## config.mk

```make
export PLATFORM = sky130hd
export DESIGN_NAME = field_edit_scheduler
export DESIGN_NICKNAME = d
export VERILOG_FILES = /design/src/rtl/field_edit_scheduler_pkg.sv /design/src/rtl/field_edit_scheduler_key_repeat.sv /design/src/rtl/field_edit_scheduler.sv
export SDC_FILE = /design/constraint.sdc
export NUM_CORES = 1
export LEC_CHECK = 0
export BUFFER_PORTS_ARGS = -buffer_cell sky130_fd_sc_hd__buf_2
export CORE_MARGIN = 2
export CORE_UTILIZATION = 40
export DETAILED_ROUTE_END_ITERATION = 10
export PLACE_DENSITY = 0.55
export SLEW_MARGIN = 0
export SYNTH_ARGS = -nofsm -noshare
export SYNTH_HDL_FRONTEND = slang
export SYNTH_HIERARCHICAL = 1
export SYNTH_SLANG_ARGS = --single-unit
export TNS_END_PERCENT = 10
```

## constraint.sdc

```tcl
create_clock -name clk -period 6.3 [get_ports clk]
set_input_delay 0.945 -clock clk [delete_from_list [all_inputs] [get_ports clk]]
set_output_delay 0.945 -clock clk [all_outputs]
set_load 0.1 [all_outputs]
```

## src/rtl/field_edit_scheduler_pkg.sv

```systemverilog
//==============================================================================
// rtc_edit_pkg -- field codes, FSM encodings and timer sizing shared by the
// RTC edit-mode scheduler.                                          Rev 1.0
//==============================================================================
`default_nettype none

package rtc_edit_pkg;

  localparam logic [3:0] FLD_NONE  = 4'd0;
  localparam logic [3:0] FLD_SEC   = 4'd1;
  localparam logic [3:0] FLD_MIN   = 4'd2;
  localparam logic [3:0] FLD_HOUR  = 4'd3;
  localparam logic [3:0] FLD_DATE  = 4'd4;
  localparam logic [3:0] FLD_MONTH = 4'd5;
  localparam logic [3:0] FLD_YEAR  = 4'd6;
  localparam logic [3:0] FLD_DOW   = 4'd7;

  localparam logic [1:0] ST_IDLE   = 2'd0;
  localparam logic [1:0] ST_EDIT   = 2'd1;
  localparam logic [1:0] ST_COMMIT = 2'd2;

  // Wide enough to hold the larger of the two intervals without wrapping.
  function automatic int tmr_width(input int hold_cyc, input int rep_cyc);
    int m;
    m = (hold_cyc > rep_cyc) ? hold_cyc : rep_cyc;
    return $clog2(m + 1);
  endfunction

endpackage

`default_nettype wire

```

## src/rtl/field_edit_scheduler_key_repeat.sv

```systemverilog
//==============================================================================
// key_repeat -- rising-edge step plus hold-then-repeat stepping for one
// direction button.                                                 Rev 1.0
//==============================================================================
`default_nettype none

module key_repeat
  import rtc_edit_pkg::*;
#(
  parameter int HOLD_CYC = 50000000,
  parameter int REP_CYC  = 25000000
) (
  input  logic clk,
  input  logic reset,
  input  logic btn_i,
  input  logic kill_i,
  output logic step_o
);

  localparam int TW = tmr_width(HOLD_CYC, REP_CYC);

  logic          btn_q;
  logic          armed_q, armed_d;
  logic          rep_q, rep_d;
  logic [TW-1:0] cnt_q, cnt_d;
  logic [TW-1:0] w_lim;

  assign w_lim = rep_q ? TW'(REP_CYC) : TW'(HOLD_CYC);

  // A kill disarms until release: with btn_q still high no fresh edge can re-arm.
  always_comb begin
    step_o  = 1'b0;
    armed_d = armed_q;
    rep_d   = rep_q;
    cnt_d   = cnt_q;
    if (kill_i || !btn_i) begin
      armed_d = 1'b0;
      rep_d   = 1'b0;
      cnt_d   = '0;
    end else if (!btn_q) begin
      step_o  = 1'b1;
      armed_d = 1'b1;
      rep_d   = 1'b0;
      cnt_d   = TW'(1);
    end else if (armed_q) begin
      if (cnt_q == w_lim) begin
        step_o = 1'b1;
        rep_d  = 1'b1;
        cnt_d  = TW'(1);
      end else begin
        cnt_d = cnt_q + TW'(1);
      end
    end
  end

  always_ff @(posedge clk or posedge reset) begin
    if (reset) begin
      btn_q   <= 1'b0;
      armed_q <= 1'b0;
      rep_q   <= 1'b0;
      cnt_q   <= '0;
    end else begin
      btn_q   <= btn_i;
      armed_q <= armed_d;
      rep_q   <= rep_d;
      cnt_q   <= cnt_d;
    end
  end

endmodule

`default_nettype wire

```

## src/rtl/field_edit_scheduler.sv

```systemverilog
//==============================================================================
// field_edit_scheduler -- RTC edit mode: field selection, up/down step pulses
// with auto-repeat, and commit handshake to the write sequencer.   Rev 1.0
//==============================================================================
`default_nettype none

module field_edit_scheduler
  import rtc_edit_pkg::*;
#(
  parameter int HOLD_CYC = 50000000,
  parameter int REP_CYC  = 25000000,
  parameter int N_FIELDS = 7
) (
  input  logic       clk,
  input  logic       reset,
  input  logic       edit_sw,
  input  logic       btn_next,
  input  logic       btn_prev,
  input  logic       btn_up,
  input  logic       btn_down,
  input  logic       wr_ack,
  output logic [3:0] en_count,
  output logic       enUP,
  output logic       enDOWN,
  output logic       wr_req,
  output logic       editing
);

  logic [1:0] state_q, state_d;
  logic [3:0] en_count_q, en_count_d;
  logic       enup_q, enup_d;
  logic       endn_q, endn_d;
  logic       wr_req_q, wr_req_d;
  logic       editing_q;
  logic       next_q, prev_q;

  logic w_act, w_next_e, w_prev_e, w_fld_chg, w_kill;
  logic w_step_up, w_step_dn;

  // Stepping only while EDIT persists into the next cycle, so no pulse leaks into COMMIT.
  assign w_act     = (state_q == ST_EDIT) && edit_sw;
  assign w_next_e  = btn_next && !next_q;
  assign w_prev_e  = btn_prev && !prev_q;
  assign w_fld_chg = w_act && (w_next_e ^ w_prev_e);
  assign w_kill    = !w_act || w_fld_chg || (btn_up && btn_down);

  key_repeat #(.HOLD_CYC(HOLD_CYC), .REP_CYC(REP_CYC)) u_rep_up (
    .clk(clk), .reset(reset), .btn_i(btn_up), .kill_i(w_kill), .step_o(w_step_up)
  );

  key_repeat #(.HOLD_CYC(HOLD_CYC), .REP_CYC(REP_CYC)) u_rep_dn (
    .clk(clk), .reset(reset), .btn_i(btn_down), .kill_i(w_kill), .step_o(w_step_dn)
  );

  always_comb begin
    state_d    = state_q;
    en_count_d = en_count_q;
    wr_req_d   = wr_req_q;
    enup_d     = 1'b0;
    endn_d     = 1'b0;
    case (state_q)
      ST_IDLE: begin
        en_count_d = FLD_NONE;
        wr_req_d   = 1'b0;
        if (edit_sw) begin
          state_d    = ST_EDIT;
          en_count_d = FLD_SEC;
        end
      end
      ST_EDIT: begin
        if (!edit_sw) begin
          state_d    = ST_COMMIT;
          en_count_d = FLD_NONE;
          wr_req_d   = 1'b1;
        end else begin
          if (w_fld_chg) begin
            if (w_next_e)
              en_count_d = (en_count_q >= 4'(N_FIELDS)) ? FLD_SEC : en_count_q + 4'd1;
            else
              en_count_d = (en_count_q <= FLD_SEC) ? 4'(N_FIELDS) : en_count_q - 4'd1;
          end
          enup_d = w_step_up;
          endn_d = w_step_dn;
        end
      end
      ST_COMMIT: begin
        if (wr_ack) begin
          state_d  = ST_IDLE;
          wr_req_d = 1'b0;
        end
      end
      default: begin
        state_d    = ST_IDLE;
        en_count_d = FLD_NONE;
        wr_req_d   = 1'b0;
      end
    endcase
  end

  always_ff @(posedge clk or posedge reset) begin
    if (reset) begin
      state_q    <= ST_IDLE;
      en_count_q <= FLD_NONE;
      enup_q     <= 1'b0;
      endn_q     <= 1'b0;
      wr_req_q   <= 1'b0;
      editing_q  <= 1'b0;
      next_q     <= 1'b0;
      prev_q     <= 1'b0;
    end else begin
      state_q    <= state_d;
      en_count_q <= en_count_d;
      enup_q     <= enup_d;
      endn_q     <= endn_d;
      wr_req_q   <= wr_req_d;
      editing_q  <= (state_d == ST_EDIT);
      next_q     <= btn_next;
      prev_q     <= btn_prev;
    end
  end

  assign en_count = en_count_q;
  assign enUP     = enup_q;
  assign enDOWN   = endn_q;
  assign wr_req   = wr_req_q;
  assign editing  = editing_q;

endmodule

`default_nettype wire

```

==> metrics <==
status finished, final reports clean; Max stage delay on crit path 0.54 ns; initial drt markers 67; number of global-route vias before repair 2812; cts bufs inserted 9; Synth top area share 46.02%; period utilization 44.57%; Area Growth Syn to Fin 8.580%; final setup fails 0; port buffer count 15; Hold/Removal Path Class register to register; worst r2r path cells 8; # nets final 423; Synthesized Nets 407; placed cell count 526; initial core utilization 41.19%; hpwl dp 5269 um; cts-stage hold buffer count 0; CP endpoint kind register; FF-to-FF Start next_q$_DFF_PP0_; f_max 356.2 MHz; Worst Path Arrival 3.07 ns; Via density 5.262; Routed WL per cell 14.15 um; Setup Buffers After CTS 0; crit path launch type primary input; Max VDD drop 0.1262 mV; final hold vios 0; core area 9240 um2; max_slew headroom 25.96%; Clock Tree Buf Depth 2; num rows 35; Worst path slowest cell nor2_1; Ys Warns 6; post-synthesis area per instance 9.710 um2; Worst Hold Path Cells 1; post-route ant nets 0; placed cell area 3955 um2; initial antenna violation count 0; LEAKAGE 1.688 nW; CP required 6.56 ns; DRT Wirelength 7670 um; Die ar. 10310 um2; die width 101.5 um; CTS tree done; IO Count 16; Pre-antenna DRT Iters 4; synth top area cells dfrtp_1 46%, xor2_1 7.4%, nor2_1 5.4%, nand4_1 4.3%, nand2_1 3.6%; synthesized flop and latch total 70; post-synth top area cell dfrtp_1; n_diodes 0; Hold Path Origin state_q[1]$_DFF_PP0_; via count 2852; top-count cell post-synth dfrtp_1; GRT Overall Usage 16.69%; pin count of the biggest net entering global routing 30; routability cong. 0.8010; Synth Cell Area 3806 um2; end of the worst hold path editing$_DFF_PP0_; RSZ-0062 raised after global routing false; Slew Limit Fails 0; CP Max Fanout 9; Synth Flop Type dfrtp_1; Mapped Cells 392; flop2flop setup slack 3.82 ns; Commonest cells post-synth 70 x dfrtp_1, 55 x nor2_1, 36 x nand2_1; measured slew at the worst slew-check pin 1.109 ns; layout cell share with drive strength beyond 1 11.38%; Buf/Inv on CP 1; EDFF count, synth 0; Post-Layout Cell Count 542; WHS 0.5003 ns; MaxCap Viol Count 0; Tmin final 2.808 ns; grt ovf 0; clk_lat worst skew 0.34 ns; DR DRC count 0; Root Buffer clkbuf_8; Clk pin slew, worst setup/hold paths 0.07 ns; Seq/Total Area, Yosys 46.02%; setup TNS 0 ns; Final Cell Area 4133 um2; r2r endpoint u_rep_up/cnt_q[21]$_DFFE_PP0P_; DIE HEIGHT 101.5 um; Layout Utilization 44.73%; post-CTS sizing 0; first-pass GRT wire length 13690 um; Pwr Density 214.3 nW/um2; Clock Sinks 70; Max H-tree Level 3; worst-case clock skew 0.01138 ns; CP Cell Sequence buf_2 -> and2b_2 -> xnor2_4 -> a211o_2 -> nor4bb_1 -> nor2_1 -> nand3_1 -> or3_1 -> a21oi_1; crit path kind primary input to register; Async SR Flop Fraction 100.0%; post-synth cell types 44; CP delay by family, top simple AND/OR/NAND/NOR gates
## metal layers
metal  track usage [%]  vias to the layer above  share of wire, %
li1                  -                     1411                 -
met1             23.32                     1400                50
met2             25.81                       30                46
met3             3.520                       11               2.6
met4             5.613                        0               1.5
met5                 0                        -                 0
## cells in the final DEF, fill, tap and decap left out, drive strengths merged, types with 2 or more instances in the layout
cell and instances:
clkbuf 13, xor2 32, and2b 3, o21ai 13
o31ai 2, nor3 4, nand2b 2, nand2 36
or3 4, nor2 55, inv 15, nor4bb 6
ha 7, xnor2 11, clkinv 3, and4 8
and3 14, or4b 2, o21ba 2, nor4b 4
buf 16, nand3 19, nor4 2, a221o 2
nor2b 6, a21oi 11, a21boi 4, nand4 26
and2 8, nand4b 2, o21bai 2, dfrtp 70
o22ai 2, a41oi 2
## worst max path at each step
stage | start | endpoint | cells after the start | slack, ns
floorplan | btn_prev | u_rep_dn/cnt_q[9]$_DFFE_PP0P_ | 8 | 3.67
global placement | btn_prev | u_rep_up/cnt_q[21]$_DFFE_PP0P_ | 9 | 3.18
detailed placement | btn_prev | u_rep_up/cnt_q[25]$_DFFE_PP0P_ | 9 | 3.08
CTS | btn_prev | u_rep_up/cnt_q[21]$_DFFE_PP0P_ | 9 | 3.44
global route | btn_prev | u_rep_up/cnt_q[25]$_DFFE_PP0P_ | 9 | 3.28
finish | btn_prev | u_rep_up/cnt_q[21]$_DFFE_PP0P_ | 9 | 3.49
## power by group
part	switching [mW]	internal (mW)	leakage (nW)
Clock	0.164	0.164	0.0934
Sequential	0.0116	0.456	0.961
Combinational	0.0668	0.0228	0.634
## state kept, by name, indices dropped and copies added (netlist names)
| register | flops |
|---|---|
| editing | 1 |
| enUP | 1 |
| next_q | 1 |
| wr_req | 1 |
| en_count | 4 |
| u_rep_dn/armed_q | 1 |
| u_rep_dn/cnt_q | 26 |
| u_rep_up/cnt_q | 26 |
| u_rep_up/btn_q | 1 |
| u_rep_dn/btn_q | 1 |
| state_q | 2 |
| u_rep_dn/rep_q | 1 |
| enDOWN | 1 |
| u_rep_up/armed_q | 1 |
| prev_q | 1 |
| u_rep_up/rep_q | 1 |
## cells by family after synthesis
family,after synthesis,synth area share [%]
compound gates,44,8.580
xor+xnor,43,10.39
fa+ha+maj,7,2.301
buf+inv,26,3.977
flops,70,46.02
simple gates,202,28.73
## stage by stage
stage          worst slack (ns)  power (mW)
2_1_floorplan             3.665      0.5484
3_3_place_gp              3.180      0.5669
3_5_place_dp              3.080      0.5673
4_1_cts                   3.435      0.9035
5_1_grt                   3.283      0.9349
6_report                  3.492      0.8856
## area by class of cell
| cell class | instances | area (um2) |
|---|---|---|
| Clock buffer | 13 | 158.9 |
| Clock inverter | 3 | 18.77 |
| Fill cell | 919 | 5107 |
| Inverter | 15 | 56.30 |
| Multi-Input combinational cell | 296 | 1903 |
| Sequential cell | 70 | 1752 |
| Tap cell | 129 | 161.4 |
| Timing Repair Buffer | 16 | 82.58 |
Power figures use the tool's default switching activity.
